[src/rtl/flappy_pkg.sv]
// Shared definitions for the flappy obstacle engine: game state encoding,
// LFSR constants and the default coordinate width.
package flappy_pkg;

    localparam int          COORD_W_DEF = 11;
    localparam logic [15:0] LFSR_SEED   = 16'hACE1;
    // Fibonacci taps 16/14/13/11 as a bit mask over lfsr[15:0]
    localparam logic [15:0] LFSR_TAPS   = 16'hB400;

    typedef enum logic [1:0] {
        ST_IDLE = 2'b00,
        ST_RUN  = 2'b01,
        ST_DEAD = 2'b10
    } game_state_t;

endpackage

[src/rtl/flappy_pipe_channel.sv]
// One scrolling pipe pair: position/gap state, move with wrap, reload,
// per-pixel hit and the "trailing edge crossed the bird this move" flag.
module flappy_pipe_channel
    import flappy_pkg::*;
#(
    parameter int IDX        = 0,
    parameter int COORD_W    = COORD_W_DEF,
    parameter int NUM_PIPES  = 4,
    parameter int PIPE_WIDTH = 80,
    parameter int GAP_HEIGHT = 100,
    parameter int GAP_MIN    = 40,
    parameter int SPACING    = 200,
    parameter int INIT_X     = 320,
    parameter int BIRD_X     = 100
) (
    input  logic               clk,
    input  logic               rst_n,
    input  logic               reload,
    input  logic               move,
    input  logic [COORD_W-1:0] speed,
    input  logic [7:0]         rnd,
    input  logic [COORD_W-1:0] pix_x,
    input  logic [COORD_W-1:0] pix_y,
    output logic               hit,
    output logic               crossed
);

    localparam int CW = COORD_W + 1;
    localparam logic [COORD_W-1:0] X0   = COORD_W'(INIT_X + IDX * SPACING);
    localparam logic [COORD_W-1:0] G0   = COORD_W'(GAP_MIN + 32 * IDX);
    localparam logic [COORD_W-1:0] SPAN = COORD_W'(NUM_PIPES * SPACING);
    localparam logic [CW-1:0]      PW   = CW'(PIPE_WIDTH);
    localparam logic [CW-1:0]      GH   = CW'(GAP_HEIGHT);
    localparam logic [CW-1:0]      BX   = CW'(BIRD_X);

    logic [COORD_W-1:0] x, gap_top, x_next, gap_next;

    // A pipe that would pass x=0 re-enters one full ring span to the right
    always_comb begin
        x_next   = x - speed;
        gap_next = gap_top;
        if (x < speed) begin
            x_next   = x + SPAN - speed;
            gap_next = COORD_W'(GAP_MIN) + COORD_W'(rnd);
        end
    end

    always_comb begin
        hit = ({1'b0, pix_x} >= {1'b0, x}) && ({1'b0, pix_x} < {1'b0, x} + PW) &&
              (({1'b0, pix_y} < {1'b0, gap_top}) || ({1'b0, pix_y} >= {1'b0, gap_top} + GH));
        crossed = ({1'b0, x} + PW >= BX) && ({1'b0, x_next} + PW < BX);
    end

    always_ff @(posedge clk or negedge rst_n) begin
        if (!rst_n) begin
            x       <= X0;
            gap_top <= G0;
        end else if (reload) begin
            x       <= X0;
            gap_top <= G0;
        end else if (move) begin
            x       <= x_next;
            gap_top <= gap_next;
        end
    end

endmodule

[src/rtl/flappy_obstacle_engine.sv]
// N scrolling pipe pairs with pixel masks, collision, score and game FSM.
// Optional speed ramp on every 8th point: define FLAPPY_SPEEDUP_EN.
module flappy_obstacle_engine
    import flappy_pkg::*;
#(
    parameter int NUM_PIPES  = 4,
    parameter int COORD_W    = COORD_W_DEF,
    parameter int H_RES      = 640,
    parameter int V_RES      = 480,
    parameter int PIPE_WIDTH = 80,
    parameter int GAP_HEIGHT = 100,
    parameter int GAP_MIN    = 40,
    parameter int SPACING    = 200,
    parameter int INIT_X     = 320,
    parameter int SPEED      = 5,
    parameter int MAX_SPEED  = 12,
    parameter int BIRD_X     = 100,
    parameter int BIRD_SIZE  = 20
) (
    input  logic               iVGA_CLK,
    input  logic               iRST_n,
    input  logic               iStart,
    input  logic               iFrame,
    input  logic [COORD_W-1:0] iPix_x,
    input  logic [COORD_W-1:0] iPix_y,
    input  logic [COORD_W-1:0] iBird_y,
    output logic               oPipe_pix,
    output logic               oBird_pix,
    output logic [1:0]         oState,
    output logic [15:0]        oScore
);

    localparam int CW = COORD_W + 1;

    if (NUM_PIPES < 1 || NUM_PIPES > 8 ||
        NUM_PIPES * SPACING < H_RES + PIPE_WIDTH ||
        GAP_MIN + 255 + GAP_HEIGHT > V_RES) begin : g_param_err
        $error("flappy_obstacle_engine: illegal parameter combination");
    end

    game_state_t        state_q;
    logic [15:0]        lfsr;
    logic [COORD_W-1:0] speed;
    logic [NUM_PIPES-1:0] hit_v, crossed_v;
    logic               bird_hit, collide, ground, dying, move, reload, enter_run;
    logic [3:0]         cross_cnt;
    logic [16:0]        score_sum;
    logic [15:0]        score_next;

    always_comb begin
        bird_hit = ({1'b0, iPix_x} >= CW'(BIRD_X)) && ({1'b0, iPix_x} < CW'(BIRD_X + BIRD_SIZE)) &&
                   ({1'b0, iPix_y} >= {1'b0, iBird_y}) &&
                   ({1'b0, iPix_y} < {1'b0, iBird_y} + CW'(BIRD_SIZE));
        collide   = (state_q == ST_RUN) && oPipe_pix && oBird_pix;
        ground    = (state_q == ST_RUN) && iFrame && ({1'b0, iBird_y} >= CW'(V_RES - BIRD_SIZE));
        dying     = collide || ground;
        // Death takes priority over a coincident frame tick: nothing moves
        move      = (state_q == ST_RUN) && iFrame && !dying;
        reload    = (state_q == ST_DEAD) && iStart;
        enter_run = (state_q == ST_IDLE) && iStart;
        cross_cnt = '0;
        for (int i = 0; i < NUM_PIPES; i++) cross_cnt = cross_cnt + {3'b0, crossed_v[i]};
        score_sum  = {1'b0, oScore} + 17'(cross_cnt);
        score_next = score_sum[16] ? 16'hFFFF : score_sum[15:0];
    end

    for (genvar i = 0; i < NUM_PIPES; i++) begin : g_pipe
        flappy_pipe_channel #(
            .IDX(i), .COORD_W(COORD_W), .NUM_PIPES(NUM_PIPES), .PIPE_WIDTH(PIPE_WIDTH),
            .GAP_HEIGHT(GAP_HEIGHT), .GAP_MIN(GAP_MIN), .SPACING(SPACING),
            .INIT_X(INIT_X), .BIRD_X(BIRD_X)
        ) u_chan (
            .clk(iVGA_CLK), .rst_n(iRST_n), .reload(reload), .move(move),
            .speed(speed), .rnd(lfsr[7:0]), .pix_x(iPix_x), .pix_y(iPix_y),
            .hit(hit_v[i]), .crossed(crossed_v[i])
        );
    end

`ifdef FLAPPY_SPEEDUP_EN
    logic [COORD_W-1:0] speed_q;
    always_ff @(posedge iVGA_CLK or negedge iRST_n) begin
        if (!iRST_n)
            speed_q <= COORD_W'(SPEED);
        else if (enter_run)
            speed_q <= COORD_W'(SPEED);
        else if (move && score_next[15:3] != oScore[15:3] && speed_q < COORD_W'(MAX_SPEED))
            speed_q <= speed_q + 1'b1;
    end
    assign speed = speed_q;
`else
    assign speed = COORD_W'(SPEED);
`endif

    // Free-running in every state so player timing seeds the gap heights
    always_ff @(posedge iVGA_CLK or negedge iRST_n) begin
        if (!iRST_n) lfsr <= LFSR_SEED;
        else         lfsr <= {lfsr[14:0], ^(lfsr & LFSR_TAPS)};
    end

    always_ff @(posedge iVGA_CLK or negedge iRST_n) begin
        if (!iRST_n) begin
            state_q   <= ST_IDLE;
            oScore    <= '0;
            oPipe_pix <= 1'b0;
            oBird_pix <= 1'b0;
        end else begin
            oPipe_pix <= |hit_v;
            oBird_pix <= bird_hit;
            case (state_q)
                ST_IDLE: if (iStart) begin
                    state_q <= ST_RUN;
                    oScore  <= '0;
                end
                ST_RUN: begin
                    if (dying)     state_q <= ST_DEAD;
                    else if (move) oScore  <= score_next;
                end
                ST_DEAD: if (iStart) state_q <= ST_IDLE;
                default: state_q <= ST_IDLE;
            endcase
        end
    end

    assign oState = state_q;

endmodule

[config.mk]
export PLATFORM = sky130hd
export DESIGN_NAME = flappy_obstacle_engine
export DESIGN_NICKNAME = d
export VERILOG_FILES = /design/src/rtl/flappy_pkg.sv /design/src/rtl/flappy_pipe_channel.sv /design/src/rtl/flappy_obstacle_engine.sv
export SDC_FILE = /design/constraint.sdc
export NUM_CORES = 1
export LEC_CHECK = 0
export CAP_MARGIN = 20
export CORE_MARGIN = 5
export CORE_UTILIZATION = 55
export DETAILED_ROUTE_END_ITERATION = 8
export DONT_BUFFER_PORTS = 1
export PLACE_DENSITY_LB_ADDON = 0.25
export SLEW_MARGIN = 20
export SYNTH_ARGS = -nofsm -noshare
export SYNTH_HDL_FRONTEND = slang
export SYNTH_SLANG_ARGS = --single-unit
[constraint.sdc]
create_clock -name iVGA_CLK -period 4.41 [get_ports iVGA_CLK]
set_input_delay 0.882 -clock iVGA_CLK [delete_from_list [all_inputs] [get_ports iVGA_CLK]]
set_output_delay 0.882 -clock iVGA_CLK [all_outputs]
set_load 0.005 [all_outputs]
==> results of run 1 <==
registers in the layout, summed over array words and instances (netlist names):
signal,count
lfsr,16
oBird_pix,1
oState,2
oScore,16
oPipe_pix,1
g_pipe.u_chan.x,44
g_pipe.u_chan.gap_top,36
worst register-to-register path, stage by stage, from the launching register on:
cell,delay (ps)
dfrtp_1,430
o21a_1,250
or4_4,440
or2_1,270
or3_1,340
a211oi_2,240
a21oi_2,60
xnor2_1,150
nor4_2,360
fa_2,290
fa_1,190
nand3_1,100
nor2_2,230
nand3_4,160
nand2_2,160
nor2_2,60
a311oi_1,330
cell families after synthesis:
| logic type | count (synthesis) | share of synthesized area |
|---|---|---|
| xor+xnor | 62 | 0.0516 |
| buf+inv | 142 | 0.0520 |
| mux | 9 | 0.00856 |
| compound gates | 356 | 0.211 |
| simple gates | 357 | 0.162 |
| flops | 116 | 0.279 |
| fa+ha+maj | 196 | 0.235 |
final timing paths:
check | cells after the start | slack [ps] | start | end
max reg2reg | 16 | 240 | g_pipe[3].u_chan.x[0] | oScore[3]
max in group asynchronous | 0 | 4020 | iRST_n | g_pipe[3].u_chan.x[9]
min in group iVGA_CLK | 0 | 350 | lfsr[14] | lfsr[15]
min reg2reg | 0 | 350 | lfsr[14] | lfsr[15]
max | 16 | 240 | g_pipe[3].u_chan.x[0] | oScore[3]
min | 0 | 160 | iRST_n | g_pipe[1].u_chan.gap_top[2]
metrics by stage:
| stage | TNS, ps | setup slack (ps) | hold WS [ps] | total power [mW] |
|---|---|---|---|---|
| 6_report | 0 | 244 | 156 | 5.34 |
| 5_1_grt | 0 | 0.386 | 140 | 5.80 |
| 4_1_cts | 0 | 64.1 | 144 | 5.31 |
| 3_5_place_dp | -52.6 | -47.5 | 343 | 3.97 |
| 3_3_place_gp | 0 | 142 | 339 | 3.90 |
| 2_1_floorplan | 0 | 81.0 | 331 | 3.31 |
cell type report:
class | count | area [µm²]
fillers | 1631 | 7180
multi-input cells | 980 | 7100
flip-flops and latches | 116 | 2940
clock buffers | 23 | 478
inverters | 106 | 398
repair buffers | 40 | 300
well taps | 234 | 293
clock inverters | 9 | 78.8
power groups by stage:
stage	combinational [mW]	sequential [mW]	clock (mW)
global route	2.81	1.61	1.38
finish	2.45	1.58	1.31
global placement	2.32	1.58	0
floorplan	1.83	1.48	0
detailed placement	2.38	1.58	0
CTS	2.41	1.57	1.33
synth_stat cells (all sizes together), types with 20 or more instances:
master / count
a21oi: 111
ha: 193
nor2: 68
clkbuf: 30
inv: 104
o21ai: 100
o211ai: 21
xnor2: 55
nand2: 109
o21a: 20
dfstp: 30
nor3: 37
dfrtp: 86
nand3: 58
layer usage:
layer	GRT usage	wire length, µm	vias up
met2	0.417	12900	275
met3	0.0466	1510	57
met5	0	0	-
met4	0.0873	655	0
met1	0.320	12100	4421
li1	-	-	4533
repair_timing:
| action | CTS | global route |
|---|---|---|
| buffers inserted | 0 | 1 |
| setup endpoints to repair | 2 | 15 |
| resized for setup | 2 | 13 |
| pin swaps | 0 | 2 |
| gates cloned | 0 | 0 |
==> metrics, run 1 <==
Max Cap Violations=0; area of the core=18800 µm²; clk buf depth=2; clock network fraction of total power=0.246; Power Internal=3.17 mW; crit path cell chain=o21a_1, or4_4, or2_1, or3_1, a211oi_2, a21oi_2, xnor2_1, nor4_2, fa_2, fa_1, nand3_1, nor2_2, nand3_4, nand2_2, nor2_2, a311oi_1; CP max stage delay=440 ps; # H-tree levels=4; # diodes=0; worst-path maximum fanout=7; area grow syn2layout=10.1%; CTS sink cnt=116; Period Utilization, post-route=0.945; DRT Pass-1 Iters=5; share of cells above drive strength 1=0.0958; vias in the first global route=9039; commonest cells after routing, fill and taps aside=ha_1, a21oi_1, nand2_1; DR vias=9286; DRC=0; final setup violation count=0; Synth async-reset ratio=1.00; area share of the largest cell type after synthesis=0.230; Rows=50; unrepaired setup endpoints after global routing=false; switching share of power=0.406; most common cell after layout, fill and taps aside=ha_1; slowest stage cell, crit path=or4_4; Final Hold Violating Endpoints=0; routability cong.=0.905; Yosys warnings=0; FMAX=240 MHz; Area after DPL=11000 µm²; power share of the sequential group=0.295; die height=148 µm; Initial Utilization=0.561; IR Drop Worst-Case VDD=0.000350 V; min Tclk post-route=4170 ps; crit end category=flop; port bufs=0; number of CTS-inserted buffers=17; total routed wirelength=27100 µm; GRT overflow=0; sequential area share after synthesis=0.279; pins over their slew limit=0; io pins=57; die area=22000 µm²; Layout Utilization=0.617; pwr dens=461 nW/µm²; Critical Path Source Type=flop; Critical Path Most Common Cell=nor2_2; NetSw=2.17 mW; CP required=4720 ps; Syn Std Cell Area=10500 µm²; worst hold path type=primary input to asynchronous set/reset pin; main area contributors after synthesis=ha_1, dfrtp_1, dfstp_2, a21oi_1, o21ai_0; clock skew=9.07 ps; Yosys reg bits=116; nets@finish=1494; hpwl dp=20200 µm; Final Non-Filler Cells=1508; Synth cell types=63; fin area=11600 µm²; Slew HR=0.589; critical path class=flop to flop; DRT iter0 DRCs=501; Die Wd=148 µm; Primary FF master, synth=dfrtp_1; first-pass GRT wire length=44400 µm; Vias/cell=6.16; worst-margin pin slew=615 ps; CTS root buffer=clkbuf_16; CP top delay family=simple AND/OR/NAND/NOR gates; clock latency on the worst-skew pair=430 ps; Leakage=5.21 nW; hold_buf cts=0; WL per Instance=18.0 µm; Post-synth EDFFs=0; remaining antenna violation count=0; Mean Syn Cell Area=8.50 µm²; CP bufs+invs=0; largest net degree at the start of global routing=117; CTS tree=built; Comb pwr share=0.459; status=finished clean; placed cell count=1475; Post-Synthesis Net Count=1471; Arr. time, crit path=4480 ps; initial antenna violation count=0; post-synthesis cell count=1238; Worst-path clk slew=60 ps; cell accounting for the most synthesized area=ha_1; All-Layer GR Usage=0.248
Power figures use the tool's default switching activity.
==> run 2, diff against run 1 <==
Settings changed: CORE_UTILIZATION 55 to 30, PLACE_DENSITY_LB_ADDON 0.25 to unset.
==> metrics, run 2 (synthesis results as in run 1) <==
die height=197 µm; Most flops, register=g_pipe.u_chan.x; vias in the first global route=8785; io pins=57; final setup violation count=0; hpwl dp=21100 µm; Top Usage Layer GRT=met2; clk buf depth=2; FF-to-FF setup slack=270 ps; Critical Path Source Type=flop; nets@finish=1492; # H-tree levels=4; die area=38900 µm²; worst hold margin=161 ps; IR Drop Worst-Case VDD=0.000248 V; area grow syn2layout=13.2%; most common cell after layout, fill and taps aside=ha_1; Vias/cell=5.24; unrepaired setup endpoints after global routing=false; Slew HR=0.549; area of the core=34500 µm²; pwr dens=459 nW/µm²; number of CTS-inserted buffers=17; share of cells above drive strength 1=0.101; DRT iter0 DRCs=510; Max Cap Violations=0; Arr. time, crit path=4440 ps; Die Wd=197 µm; total routed wirelength=27900 µm; first-pass GRT wire length=46000 µm; Rows=68; crit end category=flop; status=finished clean; clock skew=13.0 ps; GRT overflow=0; # diodes=0; DRT Pass-1 Iters=4; CTS tree=built; worst-path maximum fanout=5; CP required=4710 ps; worst-margin pin slew=674 ps; Fill cells=3643; Period Utilization, post-route=0.939; met2 Usage GRT=0.233; DRC=0; max FFs per register=44; initial antenna violation count=0; Largest regs=g_pipe.u_chan.x: 44 flops, g_pipe.u_chan.gap_top: 36 flops; FMAX=241 MHz; largest net degree at the start of global routing=117; critical path class=flop to flop; worst hold path type=primary input to asynchronous set/reset pin; met1 Use GR=0.199; Post-CTS Setup Bufs=0; Leakage=5.22 nW; CTS root buffer=clkbuf_16; CTS sink cnt=116; Initial Utilization=0.305; Final Hold Violating Endpoints=0; DR vias=9049; M3 GR Usage=0.0298; Setup TNS=0 ps; min Tclk post-route=4140 ps; Worst-path clk slew=70 ps; pins over their slew limit=0; commonest cells after routing, fill and taps aside=ha_1, a21oi_1, nand2_1; port bufs=0; All-Layer GR Usage=0.143; remaining antenna violation count=0; WL per Instance=16.2 µm; clock latency on the worst-skew pair=420 ps; routability cong.=0.876
run 2: metal layers:
metal | vias up | share of wire
met5 | - | 0
met4 | 0 | 0.0072
met3 | 19 | 0.045
met2 | 177 | 0.46
li1 | 4531 | -
met1 | 4322 | 0.49
run 2: stage by stage:
| step | cell area [µm²] | utilization | power (mW) | setup WS (ps) | std cells |
|---|---|---|---|---|---|
| floorplan | 10500 | - | 3.31 | 81.0 | 1238 |
| global placement | 11200 | 0.325 | 3.93 | 223 | 1695 |
| detailed placement | 11200 | 0.325 | 3.97 | 45.5 | 1695 |
| CTS | 11800 | 0.343 | 5.44 | 21.2 | 1727 |
| global route | 11900 | 0.345 | 5.93 | 20.8 | 1727 |
| finish | 11900 | 0.345 | 5.47 | 267 | 1727 |
run 2: worst max-delay path, stage by stage (launching register included):
cell,delay (ps)
dfstp_2,540
inv_1,50
o21ai_0,140
buf_4,150
nand3_1,80
xnor2_1,150
nand2_1,100
o211ai_1,130
a2111oi_2,350
nand3_1,150
fa_1,500
inv_1,50
fa_1,460
fa_1,450
nand3_2,110
nor2_4,50
nand3_2,130
buf_4,160
o21ai_0,80
a21oi_1,140
a211oi_1,60
run 2: report_power, final:
group	switching, mW	total [mW]	internal [mW]
Combinational	1.40	2.45	1.05
Clock	0.558	1.45	0.888
Sequential	0.270	1.57	1.30
Total	2.23	5.47	3.24
run 2: layout make-up:
cell class / instances / area [µm²] / area share
multi-input cells: 980 / 7110 / 0.597
flip-flops and latches: 116 / 2940 / 0.247
well taps: 455 / 569 / 0.0478
clock buffers: 20 / 467 / 0.0392
inverters: 106 / 398 / 0.0334
repair buffers: 38 / 285 / 0.0239
clock inverters: 12 / 141 / 0.0119
run 2: timing repair:
item,4_1_cts,5_1_grt
setup endpoints to repair,0,16
gates resized for setup,0,23
hold endpoints to repair,0,0
hold buffers,0,0
run 2: path summary, 6_finish.rpt:
| check | startpoint | end | cells after the start |
|---|---|---|---|
| max in group asynchronous | iRST_n | g_pipe[0].u_chan.x[6] | 0 |
| worst max register to register | g_pipe[2].u_chan.x[4] | oScore[9] | 20 |
| worst min-delay path | iRST_n | lfsr[14] | 0 |
| worst min register to register | lfsr[9] | lfsr[10] | 0 |
| worst max-delay path | g_pipe[2].u_chan.x[4] | oScore[9] | 20 |
| min in group iVGA_CLK | lfsr[9] | lfsr[10] | 0 |
==> run 3, diff against run 2 <==
Settings changed: SETUP_SLACK_MARGIN set to 0.2.
Clock period 4.41 ns to 5.3 ns, I/O delays scaled along.
==> metrics, run 3 (synthesis results as in run 1) <==
Max Cap Violations=0; Post-CTS Setup Bufs=0; io pins=57; die height=197 µm; clock skew=9.14 ps; final setup violation count=0; remaining antenna violation count=0; CTS tree=built; FMAX=218 MHz; critical path class=flop to flop; Vias/cell=5.33; first-pass GRT wire length=45700 µm; nets@finish=1464; largest net degree at the start of global routing=117; FF-to-FF setup slack=710 ps; unrepaired setup endpoints after global routing=false; All-Layer GR Usage=0.143; CTS sink cnt=116; Slew HR=0.351; Arr. time, crit path=4910 ps; Leakage=5.06 nW; # diodes=0; Layout Utilization=0.336; min Tclk post-route=4590 ps; DR vias=9048; pins over their slew limit=0; port bufs=0; hold_buf cts=0; area of the core=34500 µm²; number of CTS-inserted buffers=17; Initial Utilization=0.305; worst-margin pin slew=969 ps; clock latency on the worst-skew pair=420 ps; Setup TNS=0 ps; crit end category=flop; Worst-path clk slew=60 ps; DRC=0; WL per Instance=16.5 µm; clk buf depth=2; initial antenna violation count=0; max FFs per register=44; fin area=11600 µm²; routability cong.=0.864; Final Hold Violating Endpoints=0; most common cell after layout, fill and taps aside=ha_1; Reg-to-Reg End=oScore[8]; DRT Pass-1 Iters=5; area grow syn2layout=10.4%; IR Drop Worst-Case VDD=0.000183 V; CTS root buffer=clkbuf_16; Area after DPL=11000 µm²; vias in the first global route=8746; worst hold path type=primary input to asynchronous set/reset pin; commonest cells after routing, fill and taps aside=ha_1, nand2_1, a21oi_1; Rows=68; worst-path maximum fanout=9; GRT overflow=0; pwr dens=377 nW/µm²; FF-to-FF Start=g_pipe[2].u_chan.x[7]; # H-tree levels=4; share of cells above drive strength 1=0.0699; CP required=5610 ps; Largest regs=g_pipe.u_chan.x: 44 flops, g_pipe.u_chan.gap_top: 36 flops; Critical Path Source Type=flop; # resized after CTS=0; status=finished clean; die area=38900 µm²; hpwl dp=20700 µm; Period Utilization, post-route=0.867; total routed wirelength=28000 µm; Most flops, register=g_pipe.u_chan.x; worst r2r path cells=18; DRT iter0 DRCs=562; Die Wd=197 µm
[run 3: cell count changes in the layout (fill, tap and decap cells not counted), sizes merged]
cell      before  now
buf           38   10
clkinvlp       2    3
inv          110  106
clkinv         4   10
bufinv         2    1
clkbuf        20   18
[run 3: how the worst max path moves through the flow]
stage / start / endpoint / slack (ps)
floorplan: g_pipe[2].u_chan.x[0] / oScore[10] / 970
global placement: g_pipe[2].u_chan.x[0] / oScore[3] / 440
detailed placement: g_pipe[2].u_chan.x[0] / oScore[8] / 310
CTS: g_pipe[2].u_chan.x[0] / oScore[8] / 300
global route: g_pipe[2].u_chan.x[0] / oScore[10] / 310
finish: g_pipe[2].u_chan.x[7] / oScore[8] / 710
[run 3: layer usage]
metal,vias to the layer above,global-route usage,part of all wire
met5,-,0,0
met1,4363,0.196,0.48
met3,30,0.0225,0.044
li1,4477,-,-
met2,178,0.233,0.46
met4,0,0.0413,0.018
[run 3: worst max-delay path: stages (launching register included)]
cell and delay, ps:
dfstp_2 620, inv_1 120, nor3_1 260, o21ai_0 160, xnor2_1 170, nand2_1 90
o211ai_1 110, a2111oi_1 440, nand3_1 160, fa_1 510, inv_1 50, fa_1 460
fa_1 480, nand3_1 120, nor2_1 90, nand3_2 170, nand3_1 200, nor3_1 210
nor3_1 70
[run 3: cell type report]
class | instances | area (µm²)
inverter | 106 | 398
clock buffer | 18 | 439
tap | 455 | 569
fill | 3650 | 22900
clock inverter | 14 | 129
sequential | 116 | 2940
timing repair buffer | 10 | 75.1
multi-input combinational | 980 | 7070
[run 3: report_power, final]
part           total [mW]  internal [mW]  switching [mW]
logic                1.91          0.802            1.11
registers            1.35           1.08           0.262
clock network        1.12          0.659           0.459
total                4.38           2.54            1.83
[run 3: per-stage QoR]
stage               setup slack (ps)  hold WS, ps  power [mW]  cells
floorplan                        971          331        2.76   1238
global placement                 436          334        3.19   1667
detailed placement               311          340        3.24   1667
CTS                              301          313        4.38   1699
global route                     309          318        4.76   1699
finish                           706          343        4.38   1699
